==> src/rtl/m_store_unit.sv <==
// M-stage store buffer: validates/aligns stores into a 2-entry FIFO that drains to the data bus.
// Latency 1 cycle req->bus (no comb path); req_ready drops when full, head held while bus_ready low.

module m_store_fifo #(
   parameter int W     = 8,
   parameter int DEPTH = 2
) (
   input  logic         clk,
   input  logic         reset,
   input  logic         wr_vld,
   output logic         wr_rdy,
   input  logic [W-1:0] wr_dat,
   output logic         rd_vld,
   input  logic         rd_rdy,
   output logic [W-1:0] rd_dat
);
   localparam int PW = (DEPTH > 1) ? $clog2(DEPTH) : 1;
   localparam int CW = $clog2(DEPTH + 1);

   logic [W-1:0]  mem [DEPTH];
   logic [PW-1:0] head;
   logic [PW-1:0] tail;
   logic [CW-1:0] count;
   logic          push;
   logic          pop;

   function automatic logic [PW-1:0] nxt(input logic [PW-1:0] p);
      return (p == PW'(DEPTH - 1)) ? '0 : p + PW'(1);
   endfunction

   assign wr_rdy = (count != CW'(DEPTH));
   assign rd_vld = (count != '0);
   assign push   = wr_vld & wr_rdy;
   assign pop    = rd_vld & rd_rdy;
   // Empty FIFO presents zeros so nothing stale leaks onto the bus
   assign rd_dat = rd_vld ? mem[head] : '0;

   always_ff @(posedge clk or negedge reset) begin
      if (!reset) begin
         head  <= '0;
         tail  <= '0;
         count <= '0;
         for (int i = 0; i < DEPTH; i++) begin
            mem[i] <= '0;
         end
      end else begin
         if (push) begin
            mem[tail] <= wr_dat;
            tail      <= nxt(tail);
         end
         if (pop) begin
            head <= nxt(head);
         end
         case ({push, pop})
            2'b10:   count <= count + CW'(1);
            2'b01:   count <= count - CW'(1);
            default: count <= count;
         endcase
      end
   end
endmodule

module m_store_unit (
   input  logic        clk,
   input  logic        reset,
   input  logic        req_valid,
   output logic        req_ready,
   input  logic [2:0]  SEOp,
   input  logic [31:0] SEaddr,
   input  logic [31:0] SEin,
   output logic        Exc_AdES,
   output logic        bus_valid,
   input  logic        bus_ready,
   output logic [31:0] bus_addr,
   output logic [3:0]  bus_byteen,
   output logic [31:0] bus_wdata,
   output logic        busy
);
   typedef struct packed {
      logic [31:0] addr;
      logic [3:0]  byteen;
      logic [31:0] wdata;
   } st_entry_t;

   logic      is_sw;
   logic      is_sh;
   logic      is_sb;
   logic      is_store;
   logic      in_dm;
   logic      in_tc0;
   logic      in_tc1;
   logic      in_irq;
   logic      in_cnt;
   logic      err_align;
   logic      err_range;
   logic      err_timer;
   logic      enq_vld;
   st_entry_t new_ent;
   st_entry_t head_ent;

   assign is_sw    = (SEOp == 3'd1);
   assign is_sh    = (SEOp == 3'd2);
   assign is_sb    = (SEOp == 3'd3);
   assign is_store = is_sw | is_sh | is_sb;

   assign in_dm  = (SEaddr <= 32'h0000_2FFF);
   assign in_tc0 = (SEaddr >= 32'h0000_7F00) && (SEaddr <= 32'h0000_7F0B);
   assign in_tc1 = (SEaddr >= 32'h0000_7F10) && (SEaddr <= 32'h0000_7F1B);
   assign in_irq = (SEaddr >= 32'h0000_7F20) && (SEaddr <= 32'h0000_7F23);
   // Timer count registers are read-only from software
   assign in_cnt = ((SEaddr >= 32'h0000_7F08) && (SEaddr <= 32'h0000_7F0B)) ||
                   ((SEaddr >= 32'h0000_7F18) && (SEaddr <= 32'h0000_7F1B));

   assign err_align = (is_sw && (SEaddr[1:0] != 2'b00)) || (is_sh && SEaddr[0]);
   assign err_range = !(in_dm || in_tc0 || in_tc1 || in_irq);
   assign err_timer = ((is_sh || is_sb) && (SEaddr >= 32'h0000_7F00) && (SEaddr <= 32'h0000_7F1B)) ||
                      in_cnt;

   assign Exc_AdES = req_valid & is_store & (err_align | err_range | err_timer);
   assign enq_vld  = req_valid & is_store & ~Exc_AdES;

   always_comb begin
      new_ent      = '0;
      new_ent.addr = {SEaddr[31:2], 2'b00};
      if (is_sw) begin
         new_ent.byteen = 4'b1111;
         new_ent.wdata  = SEin;
      end else if (is_sh) begin
         new_ent.byteen = SEaddr[1] ? 4'b1100 : 4'b0011;
         new_ent.wdata  = {2{SEin[15:0]}};
      end else if (is_sb) begin
         new_ent.byteen = 4'b0001 << SEaddr[1:0];
         new_ent.wdata  = {4{SEin[7:0]}};
      end
   end

   m_store_fifo #(
      .W     ($bits(st_entry_t)),
      .DEPTH (2)
   ) u_fifo (
      .clk    (clk),
      .reset  (reset),
      .wr_vld (enq_vld),
      .wr_rdy (req_ready),
      .wr_dat (new_ent),
      .rd_vld (bus_valid),
      .rd_rdy (bus_ready),
      .rd_dat (head_ent)
   );

   assign bus_addr   = head_ent.addr;
   assign bus_byteen = head_ent.byteen;
   assign bus_wdata  = head_ent.wdata;
   assign busy       = bus_valid;
endmodule

==> config.mk <==
export PLATFORM = sky130hd
export DESIGN_NAME = m_store_unit
export DESIGN_NICKNAME = d
export VERILOG_FILES = /design/src/rtl/m_store_unit.sv
export SDC_FILE = /design/constraint.sdc
export NUM_CORES = 1
export LEC_CHECK = 0
export ABC_AREA = 1
export CORE_MARGIN = 3
export CORE_UTILIZATION = 56
export CTS_CLUSTER_SIZE = 10
export DETAILED_ROUTE_END_ITERATION = 8
export GPL_ROUTABILITY_DRIVEN = 0
export HOLD_SLACK_MARGIN = 0.02
export PLACE_DENSITY = 0.95
export SYNTH_ARGS = -nofsm -noshare
export SYNTH_HDL_FRONTEND = slang
export SYNTH_SLANG_ARGS = --single-unit
export TNS_END_PERCENT = 30
==> constraint.sdc <==
create_clock -name clk -period 4.15 [get_ports clk]
set_clock_uncertainty 0.1 [all_clocks]
set_input_delay 0.415 -clock clk [delete_from_list [all_inputs] [get_ports clk]]
set_output_delay 0.415 -clock clk [all_outputs]
set_load 0.03 [all_outputs]
; After elaboration in Yosys (flattened, before gate mapping)
; Index checks and enable logic that the tools add are counted.
[word_totals]
word_cells = 75
out_inout_bits = 72
register_bits = 140
input_bits = 71
[op_classes]
n_mux = 14
magnitude_cmp = 12
n_reduce_logical = 21
add_sub_neg = 4
shift = 1
n_eq_ne = 6
n_bitwise = 12
[ops]
columns = op, count
row1 = 2-to-1 mux 68 bit, 5
row2 = "greater-or-equal comparator 32 x 15 -> 1 bit, second input constant", 5
row3 = bitwise mux 136 bit, 1
row4 = 2-to-1 mux 36 bit, 3
row5 = "<= comparator 32 x 15 -> 1 bit, second input constant", 3
row6 = demux 68 bit (select 1 bit), 1
row7 = "<= comparator 32 x 14 -> 1 bit, second input constant", 1
row8 = logical AND 1 bit, 10
row9 = logical OR 1 bit, 7
row10 = "equality test 3 x 2 -> 1 bit, second input constant", 2
row11 = nonzero test 2 bit, 3
row12 = bitwise AND 1 bit, 5
row13 = "greater-or-equal comparator 2 bit, second input constant", 2
row14 = 2-to-1 mux 4 bit, 1
row15 = inverter 1 -> 2 bit, 2
row16 = bitwise OR 1 bit, 4
row17 = case mux 2 bit (2 select lines), 1
row18 = "<< shifter 1 x 2 -> 4 bit, first input constant", 1
row19 = "equality test 3 x 1 -> 1 bit, second input constant", 1
row20 = "adder 1 bit, second input constant", 2
row21 = "adder 2 x 1 -> 2 bit, second input constant", 1
row22 = "equality test 2 x 1 -> 1 bit, second input constant", 1
row23 = "equality test 2 bit, second input constant", 1
row24 = "less-than comparator 2 x 1 -> 1 bit, second input constant", 1
row25 = 5 further kinds, 6

; Depth between registers and ports, before layout
[depth]
depth_word = 14
mapped_depth = 18

; Modules after synthesis
; A second synthesis with hierarchy kept.
[hier_totals]
cells_unflattened = 1064
area_unflattened_um2 = 7689.9
[by_module_without_submodules]
columns = module, n_inst, cells_each, area_per_inst_um2, seq_area_each_um2
row1 = m_store_fifo, 1, 860, 6761.5, 3503.4
row2 = m_store_unit, 1, 204, 928.4, 0.0

; Least setup slack after synthesis
; Ideal clock, no wire load.
[synth_path]
path_kind = input-to-output
start = input SEaddr[16]
end = output Exc_AdES
t_arrival_ns = 2.175
setup_slack_ns = 1.460
t_required_ns = 3.635
cell_stages = 12
cell_sequence = nor2_1 -> nand2_1 -> nor2_1 -> nand2_1 -> nor2_1 -> o21ai_0 -> nand2_1 -> nand2_1 -> nor2_1 -> nor2_4 -> buf_2 -> nor3_1
[synth_via]
elab_chain_cells = 9
elab_cells_between_ends = 25
classes_between = order compare (9) / bitwise (3) / reduce/logical (13)
[synth_rtl]
columns = item, line_no
row1 = from (decl), 69  ; input logic [31:0] SEaddr,
row2 = greater-or-equal comparator 32 x 15 -> 1 bit / <= comparator 32 x 15 -> 1 bit (equally long branches), "107, 116, 111"
row3 = logical AND 1 bit, 107  ; assign in_tc0 = (SEaddr >= 32'h0000_7F00) && (SEaddr <= 32'h0000_7F0B);
row4 = logical OR 1 bit (3 in a row), 115  ; assign err_range = !(in_dm || in_tc0 || in_tc1 || in_irq);
row5 = logical NOT 1 bit, 115
row6 = bitwise OR 1 bit, 119  ; assign Exc_AdES = req_valid & is_store & (err_align | err_range | err_timer);
row7 = bitwise OR 1 bit (*), 119
row8 = bitwise AND 1 bit (*), 119
row9 = to (decl), 71  ; output logic Exc_AdES,
; Every way passes the cells marked *; elsewhere a longest branch is shown, timed or not.

; Worst setup path after layout
[layout_path]
start = input SEaddr[15]
end = output Exc_AdES
; Same word-level chain as after synthesis.

==> metrics.csv <==
stage,metric,value,unit
layout,Synth-to-Final Area Change,28.7,%
layout,Nets,1141,
run,Max Cap Viol,0,
sta,min Tclk post-route,3.53,ns
grt,first-pass GRT wire length,34500,um
synthesis,Yosys reg bits,136,
sta,unrepaired setup endpoints after global routing,no,
floorplan,Die H,119,um
clocking,post-CTS setup buffer count,0,
clocking,CTS tree,yes,
sta,setup ws final,0.622,ns
sta,setup TNS,0,ns
synthesis,post-synth top area cell,dfrtp_1,
clocking,clock slew at reported path FFs,0.05,ns
critical_path,startpoint types,input port,
synthesis,Synth top area share,47.9,%
critical_path,Reg2Reg Setup Slack,1.34,ns
grt,GRT Util Overall,30.4,%
layout,ant diodes,0,
critical_path,reg2reg start,u_fifo.count[0]$_DFFE_PN0P_,
critical_path,Reg2Reg Depth,6,
drt,Post-DRT Antenna Nets,0,
power,static leakage,4.63,nW
sta,Final Slew Violations,0,
synthesis,synthesized area,7100,um^2
clocking,hold buffers post-CTS,0,
layout,share of layout cells above drive strength 1,4.81,%
sta,worst-margin pin slew,0.976,ns
power,Cell Pwr Density,405,nW/um^2
floorplan,Initial Util,58.1,%
clocking,"Clk Latency, worst-skew pair",0.42,ns
critical_path,r2r endpoint,u_fifo.mem[23]$_DFFE_PN0P_,
drt,drt total wl,21300,um
synthesis,part of the Yosys area used for sequential elements,47.9,%
clocking,CTS Root Cell,clkbuf_16,
sta,Final Hold Fails,0,
place,number of port buffers,140,
synthesis,Area contributors post-synth,"dfrtp_1 (48%), nand2_1 (23%), nand4_1 (8.9%)",
floorplan,I/O pin total,143,
synthesis,Syn Area/Cell,7.31,um^2
floorplan,# rows,40,
run_status,status,"finished, final reports clean",
sta,Final Cycle Share,85.0,%
synthesis,Cell variety after synth,29,
critical_path,Crit. End Element,primary output,
critical_path,kind of critical path,input port to primary output,
clocking,Max clock buf depth,2,
critical_path,crit path max fanout,5,
power,maximum vdd drop,0.000301,V
layout,Filler cells,853,
drt,1st-pass router iterations,7,
drt,Vias/cell,5.88,
clocking,Num Clock Sinks,136,
grt,grt ovf,0,
clocking,H-Tree Depth,4,
floorplan,Die Span X,119,um
synthesis,Mapped Cells,971,
drt,wire per inst,17.0,um
sta,Fmax achieved,283,MHz
grt,pin count of the biggest net entering global routing,99,
drt,via count,7347,
floorplan,die area,14100,um^2
critical_path,Worst Path Required,3.63,ns
clocking,post_cts resized,0,
place,Final HPWL DP,13000,um
sta,worst rel slew slack,34.9,%
hold_path,worst hold path type,input port to asynchronous set/reset pin,
sta,setup violators final,0,
place,pre-CTS WS,0.654,ns
grt,vias in the first global route,7233,
synthesis,Yosys Warn Count,0,
critical_path,Critical Path AT,3.01,ns
grt,antenna violations before repair,0,
floorplan,core area,12200,um^2
clocking,CTS buffer count,17,
drt,DR iter-0 viols,857,
drt,# DRC,0,
==> per-layer routing <==
layer	part of all wire (%)	routed length [um]	GRT usage (%)	up-vias
met5	0	0	0	-
met4	3.5	741	15.7	0
met3	11	2260	8.66	78
met2	48	10200	49.0	516
met1	38	8110	37.2	3415
li1	-	-	-	3338
==> cell usage after synthesis <==
cell,number
nor2_4,1
nor3b_2,1
xor2_1,1
nand3b_1,1
nor2_1,34
inv_2,1
o21ai_0,13
inv_1,63
buf_1,7
a21oi_1,70
ha_1,1
conb_1,1
buf_2,20
nand2_1,439
buf_4,12
o211ai_1,1
nor3_4,1
nor2_2,2
nand4_1,101
clkbuf_1,37
o311ai_0,3
nor3_1,1
dfrtp_1,136
or2_1,1
nand4_2,1
xnor2_1,2
clkinv_1,1
nand3_1,11
a22oi_1,8
==> worst max path at each step <==
stage	start	slack [ns]	to	depth (start not counted)
after floorplan	SEaddr[16]	1.46	Exc_AdES	12
after global placement	SEaddr[16]	0.73	Exc_AdES	13
after detailed placement	SEOp[1]	0.65	u_fifo.mem[85]$_DFFE_PN0P_	9
after CTS	SEaddr[10]	0.65	Exc_AdES	14
after global routing	SEaddr[15]	0.40	Exc_AdES	15
final	SEaddr[15]	0.62	Exc_AdES	15
==> critical path, stage by stage <==
cell and delay (ns):
clkdlybuf4s50_1 0.47, inv_2 0.13, nand2_1 0.06, nor2_1 0.12
nand2_1 0.14, clkinv_1 0.11, nand3_1 0.07, nand2_1 0.08
nand2_1 0.06, nand2_1 0.08, nand2_1 0.06, nor2_1 0.17
nor2_4 0.05, nor3_1 0.27, clkdlybuf4s50_1 0.75
==> through the flow <==
step | instance area (um^2) | total power, mW | hold WS (ns) | util, % | std cells
3_3_place_gp | 8510 | 2.10 | 0.348 | 69.7 | 1218
3_5_place_dp | 8510 | 2.11 | 0.352 | 69.7 | 1218
4_1_cts | 9140 | 3.69 | 0.0268 | 74.8 | 1250
6_report | 9140 | 3.70 | 0.00297 | 74.8 | 1250
2_1_floorplan | 7100 | 1.81 | 0.0194 | - | 972
5_1_grt | 9140 | 3.81 | 0.0603 | 74.8 | 1250
==> logic make-up after synthesis <==
logic type,after synthesis,synth area share (%)
compound gates,95,7.17
buf+inv,141,8.44
fa+ha+maj,1,0.176
flops,136,47.9
other cells,1,0.0528
xor+xnor,3,0.370
simple gates,594,35.9
==> power breakdown <==
part           internal [mW]  total (mW)  switching, mW
Sequential              1.34        1.36         0.0203
Combinational          0.187       0.734          0.547
Clock                   1.05        1.60          0.547
==> cell usage in the layout, fill, tap and decap left out, types with 13 or more instances in the layout <==
cell / instances
clkbuf_16: 17
nand4_1: 101
o21ai_0: 13
dfrtp_1: 135
inv_1: 62
a21oi_1: 70
clkdlybuf4s50_1: 139
buf_4: 13
nand2_1: 439
nor2_1: 33
==> sequential cells by signal, summed over array words and instances, names as in the netlist <==
signal	count
u_fifo.head	1
u_fifo.mem	132
u_fifo.tail	1
u_fifo.count	2
==> final cells by class <==
class | instances | area [um^2] | area share (%)
inverter | 65 | 244 | 2.67
multi-input combinational | 695 | 3120 | 34.2
sequential | 136 | 3400 | 37.3
timing repair buffer | 154 | 1530 | 16.7
clock buffer | 25 | 485 | 5.31
clock inverter | 7 | 140 | 1.53
tap | 168 | 210 | 2.30
Note: power is estimated with default switching activity, not from simulation.
